$ cat src/rtl/fpu_mul_pkg.sv
// Shared constants and types for the FP32 multiplier arbiter slice.
// Tag entries are sized for the largest supported requester count.
package fpu_mul_pkg;

  localparam int DW        = 32;
  localparam int MAX_REQ   = 8;
  localparam int CNT_W     = 16;
  localparam int TAG_MAX_W = $clog2(MAX_REQ);

  typedef logic [CNT_W-1:0] cnt_t;

  typedef struct packed {
    logic                 vld;
    logic [TAG_MAX_W-1:0] tag;
  } tag_ent_t;

  function automatic int tag_w(input int n);
    return (n > 1) ? $clog2(n) : 1;
  endfunction

endpackage

$ cat src/rtl/fpu_mul_arbiter_rr_arbiter.sv
// Round-robin arbiter, combinational grant searching from ptr+1; ptr moves to the winner on advance.
// Zero latency; a requester holding req is granted within N cycles.
module rr_arbiter
  import fpu_mul_pkg::*;
#(
  parameter  int N  = 4,
  localparam int IW = tag_w(N)
) (
  input  logic          aclk,
  input  logic          areset,
  input  logic [N-1:0]  req,
  input  logic          advance,
  output logic [N-1:0]  grant,
  output logic [IW-1:0] grant_idx
);

  logic [IW-1:0] ptr;

  always_comb begin
    logic          found;
    logic [IW-1:0] idx;
    found     = 1'b0;
    idx       = '0;
    grant     = '0;
    grant_idx = '0;
    for (int off = 1; off <= N; off++) begin
      idx = IW'((int'(ptr) + off) % N);
      if (!found && req[idx]) begin
        found      = 1'b1;
        grant[idx] = 1'b1;
        grant_idx  = idx;
      end
    end
  end

  // Reset to the last slot so the first search starts at requester 0.
  always_ff @(posedge aclk) begin
    if (areset)
      ptr <= IW'(N - 1);
    else if (advance)
      ptr <= grant_idx;
  end

endmodule

$ cat src/rtl/fpu_mul_arbiter.sv
// Shares one pipelined FP32 multiplier among N_REQ valid/ready requesters; accept at t -> rsp at t+1+MUL_LAT.
// Requests stall while enable=0; responses have no backpressure and must be taken on the pulse.
module fpu_mul_arbiter
  import fpu_mul_pkg::*;
#(
  parameter int N_REQ   = 4,
  parameter int MUL_LAT = 3,
  parameter int DW      = fpu_mul_pkg::DW
) (
  input  logic                aclk,
  input  logic                areset,
  input  logic                enable,
  input  logic [N_REQ-1:0]    req_valid,
  output logic [N_REQ-1:0]    req_ready,
  input  logic [N_REQ*DW-1:0] req_a,
  input  logic [N_REQ*DW-1:0] req_b,
  output logic [N_REQ-1:0]    rsp_valid,
  output logic [DW-1:0]       rsp_data,
  output logic                mul_valid,
  output logic [DW-1:0]       mul_a,
  output logic [DW-1:0]       mul_b,
  input  logic [DW-1:0]       mul_result,
  output logic                busy,
  output logic [CNT_W-1:0]    issue_cnt
);

  localparam int IW = tag_w(N_REQ);

  logic [N_REQ-1:0] arb_req;
  logic [N_REQ-1:0] grant;
  logic [IW-1:0]    grant_idx;
  logic             accept;
  logic [DW-1:0]    sel_a;
  logic [DW-1:0]    sel_b;
  logic [IW-1:0]    iss_tag;
  tag_ent_t         tag_pipe [MUL_LAT];
  tag_ent_t         tag_exit;
  logic             pipe_any;

  assign arb_req   = req_valid & {N_REQ{enable}};
  assign req_ready = grant;
  assign accept    = |grant;

  rr_arbiter #(.N(N_REQ)) u_arb (
    .aclk      (aclk),
    .areset    (areset),
    .req       (arb_req),
    .advance   (accept),
    .grant     (grant),
    .grant_idx (grant_idx)
  );

  always_comb begin
    sel_a = '0;
    sel_b = '0;
    for (int i = 0; i < N_REQ; i++) begin
      if (grant[i]) begin
        sel_a = req_a[i*DW +: DW];
        sel_b = req_b[i*DW +: DW];
      end
    end
  end

  always_ff @(posedge aclk) begin
    if (areset) begin
      mul_valid <= 1'b0;
      mul_a     <= '0;
      mul_b     <= '0;
      iss_tag   <= '0;
      issue_cnt <= '0;
    end else begin
      mul_valid <= accept;
      if (accept) begin
        mul_a     <= sel_a;
        mul_b     <= sel_b;
        iss_tag   <= grant_idx;
        issue_cnt <= issue_cnt + cnt_t'(1);
      end
    end
  end

  // Tag shadow pipe: the last stage lines up with mul_result for the same op.
  always_ff @(posedge aclk) begin
    if (areset) begin
      for (int k = 0; k < MUL_LAT; k++)
        tag_pipe[k] <= '0;
    end else begin
      tag_pipe[0].vld <= mul_valid;
      tag_pipe[0].tag <= TAG_MAX_W'(iss_tag);
      for (int k = 1; k < MUL_LAT; k++)
        tag_pipe[k] <= tag_pipe[k-1];
    end
  end

  assign tag_exit = tag_pipe[MUL_LAT-1];

  always_comb begin
    rsp_valid = '0;
    pipe_any  = 1'b0;
    for (int i = 0; i < N_REQ; i++)
      if (tag_exit.vld && (tag_exit.tag == TAG_MAX_W'(i)))
        rsp_valid[i] = 1'b1;
    for (int k = 0; k < MUL_LAT; k++)
      pipe_any = pipe_any | tag_pipe[k].vld;
  end

  assign rsp_data = tag_exit.vld ? mul_result : '0;
  assign busy     = mul_valid | pipe_any;

endmodule

$ cat config.mk
export PLATFORM = sky130hd
export DESIGN_NAME = fpu_mul_arbiter
export DESIGN_NICKNAME = d
export VERILOG_FILES = /design/src/rtl/fpu_mul_pkg.sv /design/src/rtl/fpu_mul_arbiter_rr_arbiter.sv /design/src/rtl/fpu_mul_arbiter.sv
export SDC_FILE = /design/constraint.sdc
export NUM_CORES = 1
export LEC_CHECK = 0
export CORE_MARGIN = 4
export CORE_UTILIZATION = 25
export DETAILED_ROUTE_END_ITERATION = 12
export DONT_BUFFER_PORTS = 1
export PLACE_DENSITY = 0.48
export SYNTH_ARGS = -nofsm -noshare
export SYNTH_HDL_FRONTEND = slang
export SYNTH_SLANG_ARGS = --single-unit
$ cat constraint.sdc
create_clock -name aclk -period 4.7 [get_ports aclk]
set_input_delay 0.705 -clock aclk [delete_from_list [all_inputs] [get_ports aclk]]
set_output_delay 0.705 -clock aclk [all_outputs]
set_load 0.03 [all_outputs]
After elaboration in Yosys (flattened, before gate mapping)
Memories as Yosys holds them, arrays and structs flattened.
Index checks and enable logic that the tools add are counted.

word-level totals
  register bits after elaboration = 85
  input port bits = 295
  latch bits = 0
  bits in read-only memories = 0
  RAM bits = 12
  memories kept = 1
  output and inout bits = 122

memories
  memory    words  bits a word  read ports  clocked after memory_dff  write ports  line                   text
  tag_pipe  3      4            3           0                         3            fpu_mul_arbiter.sv:36  tag_ent_t tag_pipe [MUL_LAT];

operators by class
  div/mod/pow operators = 0
  $lt $le $gt $ge = 8
  reductions and logical operators = 16
  shift operators = 0
  muxes and demuxes = 47
  add/sub/neg operators = 5
  $mul = 0
  equal/unequal tests = 3
  bitwise logic cells = 11

operators with widths
  cell                                                         number
  2-to-1 mux 32 bit                                            9
  2-to-1 mux 4 bit                                             6
  2-to-1 mux 1 bit                                             19
  adder 16 x 1 -> 16 bit (second input constant)               1
  less-than comparator 2 x 3 -> 1 bit (second input constant)  4
  OR 4 bit                                                     3
  logical AND 1 bit                                            11
  binary-select mux 1 bit (select 2 bit)                       4
  demux 1 bit (select 2 bit)                                   4
  >= comparator 2 x 1 -> 1 bit (second input constant)         4
  2-to-1 mux 2 bit                                             4
  OR 1 bit                                                     7
  == test 3 x 2 -> 1 bit (second input constant)               2
  adder 2 x 1 -> 2 bit (second input constant)                 2
  adder 2 bit (second input constant)                          2
  bitwise AND 4 bit                                            1
  OR reduction 4 bit                                           1
  == test 3 x 1 -> 1 bit (second input constant)               1
  zero test 1 bit                                              3
  zero test 3 bit                                              1
  2-to-1 mux 3 bit                                             1

Depth between registers and ports, before layout
  depth in word-level cells = 17
  gate-level depth with buffers = 13

Hierarchy
Synthesis repeated with hierarchy kept, for this count alone.

unflattened totals
  cell total of the unflattened synthesis = 744
  area total of the unflattened synthesis = 5816.8 µm²

modules (own cells, without submodules)
  module           cells an instance  area an instance (µm²)  times used
  fpu_mul_arbiter  673                5190.0                  1
  rr_arbiter       71                 626.9                   1

Least setup slack after synthesis
Ideal clock, no wire load.

  kind = reg2out
  start = register u_arb.ptr[0]
  end = output port req_ready[2]
  path slack = 1.209 ns
  data arrival time = 2.786 ns
  data required time = 3.995 ns
  stages on the path, launching flop included = 11
  cell sequence = dfxtp_1 buf_4 inv_1 ha_1 and3b_1 o2111ai_1 nand2_1 a221oi_1 clkbuf_1 clkbuf_1 inv_1

on the way
  word-level cells in the longest chain between the ends = 13
  elaborated cells between the ends (all ways) = 48

ends and longest elaborated chain
  item                                                                                          line                              text
  from (decl)                                                                                   fpu_mul_arbiter_rr_arbiter.sv:17  logic [IW-1:0] ptr;
  from (signal assigned)                                                                        fpu_mul_arbiter_rr_arbiter.sv:39  ptr <= IW'(N - 1);
  from (signal assigned)                                                                        fpu_mul_arbiter_rr_arbiter.sv:41  ptr <= grant_idx;
  parallel branches: the longest is 12 deep, another holds less-than comparator 2 x 3 -> 1 bit  --
  2-to-1 mux 4 bit (*)                                                                          fpu_mul_arbiter_rr_arbiter.sv:28  if (!found && req[idx]) begin
  to (decl)                                                                                     fpu_mul_arbiter.sv:14             output logic [N_REQ-1:0] req_ready,

Mark *: on every way between the ends. The select of a mux whose other input is x is not followed.

Final worst setup path
Same ends and word-level chain as after synthesis.

==> reports/summary.txt <==
gr usage total: 16.9%
M1 GR Usage: 21.7%
largest net degree at the start of global routing: 95
crit path capture type: output pin
static leakage: 2.48 nW
number of gates given a new drive strength after cts: 0
IR drop worst, VDD: 386 uV
met3 track utilization from global routing: 5.02%
I/O Pins: 417
number of hold-repair buffers added at the cts stage: 0
Clock Sinks: 94
number of instances in the placed design: 1083
latest clock arrival within the worst-skew pair: 0.34 ns
endpoint arrival time on the critical path: 3.46 ns
outcome: completed
number of standard cells in the final layout excluding fillers: 1099
Vias: 6243
#FFs+latches synth: 94
Post-route DRC: 0
Post-Syn Instances: 830
area overhead of the layout relative to synthesis: 8.54%
cell at the root of the clock tree: clkbuf_16
max-capacitance violation count: 0
Wirelength per Cell: 22.5 um
vias in the first global route: 6108
total negative slack for setup checks: 0 ns
wire length of the first global-routing pass: 37400 um
starting density of the core: 25.6%
PD cells: 770 nW/um^2
standard cell core area: 24500 um^2
Mapped Avg Cell Area: 7.53 um^2
Hold WC Path Type: input pin to register
WS Path Type: register to output pin
number of synthesis warnings: 0
register area share after synthesis: 30.1%
share of post-route cells with drive strength above 1: 6.33%
ANT nets after route: 0
setup slack of the critical path after layout: 0.535 ns
sequential cell area: 1880 um^2
Die ar.: 27600 um^2
Fin Hold WS: 0.420 ns
H-tree lvl count: 3
setup repair after global routing missed its margin: false
number of fillers in the final layout: 2681
Die X: 166 um
slew at the pin with the worst max-slew slack: 1.07 ns
Cell Area, Synth: 6250 um^2
Die Height: 166 um
area used by multi-input combinational logic: 3730 um^2
post-synthesis async set-or-reset flop share: 0%
most used routing layer: met2
setup-violating endpoint count in the final report: 0
number of setup buffers added after CTS: 0
clock buffer count from CTS: 9
Final Hold Viols: 0
number of nets in the final layout: 1074
count of buffers from port buffering: 0
number of enable-type register cells in the synthesized netlist: 0
Congestion Overflow GR: 0
worst-case clock skew: 0.00954 ns
Place WS: 0.762 ns
via density per instance: 5.68
GR Util met2: 27.0%
clock slew at reported path FFs: 0.07 ns
first-iteration detailed-routing DRC count: 346
Longest Clk Path Bufs: 2
detailed placer's ending HPWL: 18000 um
count of standard-cell rows: 57
final cycle utilization of the critical path: 88.6%
dominant synthesized flop cell: dfxtp_1
Worst slew margin: 27.7%
aggregate routed wire length: 24700 um
Detailed Routing Iterations Pass 1: 5
type of origin of the critical path: register
Min Clock Period, post-route: 4.17 ns
count of different cell masters after synthesis: 49
maximum clock frequency: 240 MHz
syn nets: 1134
TritonCTS clock tree: done
antenna violations before repair: 1
weighted congestion at the end of routability-driven global placement: 0.846
required time of the worst setup path: 3.99 ns
Slew Viols, Final: 0
biggest fanout along the worst timing path: 55
## power breakdown
group / switching [W] / leakage (nW) / internal, W
clock network: 0.000342 / 0.137 / 0.000410
logic: 0.00187 / 1.57 / 0.00102
registers: 0.000559 / 0.773 / 0.00103
## final timing paths
| check | from | endpoint | slack, ns | depth (start not counted) |
|---|---|---|---|---|
| hold / removal | areset | issue_cnt[10] | 0.42 | 1 |
| setup / recovery | u_arb.ptr[0] | req_ready[2] | 0.53 | 8 |
| hold reg to reg | tag_pipe[0][5] | tag_pipe[0][9] | 0.44 | 1 |
| setup reg to reg | u_arb.ptr[0] | mul_a[10] | 0.73 | 11 |
## critical path: stages, from the launching register on
cell	delay, ns
dfxtp_1	0.65
inv_1	0.29
ha_1	0.43
and3b_1	0.19
o2111ai_1	0.37
nand2_1	0.23
a221oi_4	0.44
buf_12	0.26
inv_1	0.20
## final cells by class
| type | count | area share, % |
|---|---|---|
| Timing Repair Buffer | 16 | 2.69 |
| Clock inverter | 6 | 0.940 |
| Multi-Input combinational cell | 570 | 54.9 |
| Sequential cell | 94 | 27.7 |
| Clock buffer | 9 | 3.32 |
| Inverter | 79 | 4.37 |
| Tap cell | 324 | 5.97 |
| Antenna cell | 1 | 0.0369 |
## state kept, by name (all words and copies together) (netlist names)
| register | flops |
|---|---|
| iss_tag | 2 |
| issue_cnt | 16 |
| mul_a | 32 |
| mul_b | 32 |
| mul_valid | 1 |
| tag_pipe | 9 |
| u_arb.ptr | 2 |
## cell usage in the layout (no fill, tap or decap), drive strengths merged, types with 3 or more instances in the layout
cell type and n:
and3 4, inv 79, a221oi 3, and3b 3, or3 6, nand2 16, nor3 6, o21ai 74
mux2i 3, and2 34, o31ai 3, buf 16, nand4b 3, clkinv 3, nand3 7, a21oi 80
nor2b 13, o211ai 4, dfxtp 94, nor3b 68, a211oi 64, nand2b 4, o221ai 64, nor2 74
ha 9, o2111ai 3, clkbuf 9, mux2 4
## through the flow
step                power [W]  area, um^2  utilization (%)
floorplan             0.00374        6250                -
global placement      0.00450        6500             26.6
detailed placement    0.00451        6500             26.6
CTS                   0.00530        6790             27.7
global route          0.00569        6790             27.7
finish                0.00522        6790             27.7
## cells in the mapped netlist, types with 3 or more instances
| library cell | instances | area (um^2) |
|---|---|---|
| a211oi_1 | 64 | 480 |
| nor3b_1 | 68 | 510 |
| mux2_2 | 4 | 45.0 |
| o21ai_0 | 72 | 360 |
| nor3_1 | 5 | 25.0 |
| nand3_1 | 7 | 35.0 |
| buf_1 | 4 | 15.0 |
| o211ai_1 | 4 | 30.0 |
| a221oi_1 | 3 | 26.3 |
| buf_4 | 4 | 30.0 |
| buf_2 | 33 | 165 |
| mux2i_1 | 3 | 30.0 |
| o221ai_1 | 64 | 561 |
| or3_1 | 6 | 37.5 |
| clkbuf_1 | 44 | 165 |
| a21oi_1 | 80 | 400 |
| ha_1 | 9 | 113 |
| dfxtp_1 | 94 | 1880 |
| nor2b_1 | 13 | 81.3 |
| and2_1 | 34 | 213 |
| nor2_1 | 74 | 278 |
| and3b_1 | 3 | 26.3 |
| nand4b_1 | 3 | 26.3 |
| nand2_1 | 16 | 60.1 |
| inv_1 | 79 | 297 |
| o31ai_1 | 3 | 22.5 |
| and3_1 | 4 | 25.0 |
| nand2b_1 | 4 | 25.0 |
## metal layers
metal | wire [um] | up-vias
li1 | - | 2890
met1 | 10400 | 3016
met2 | 11800 | 303
met3 | 1920 | 34
met4 | 591 | 0
met5 | 0 | -
## cell families after synthesis
group,share of synthesized area [%]
fa+ha+maj,1.80
xor+xnor,0.140
compound gates,32.7
flops,30.1
mux,1.92
simple gates,22.3
buf+inv,11.1
(Power assumes the default switching activity.)
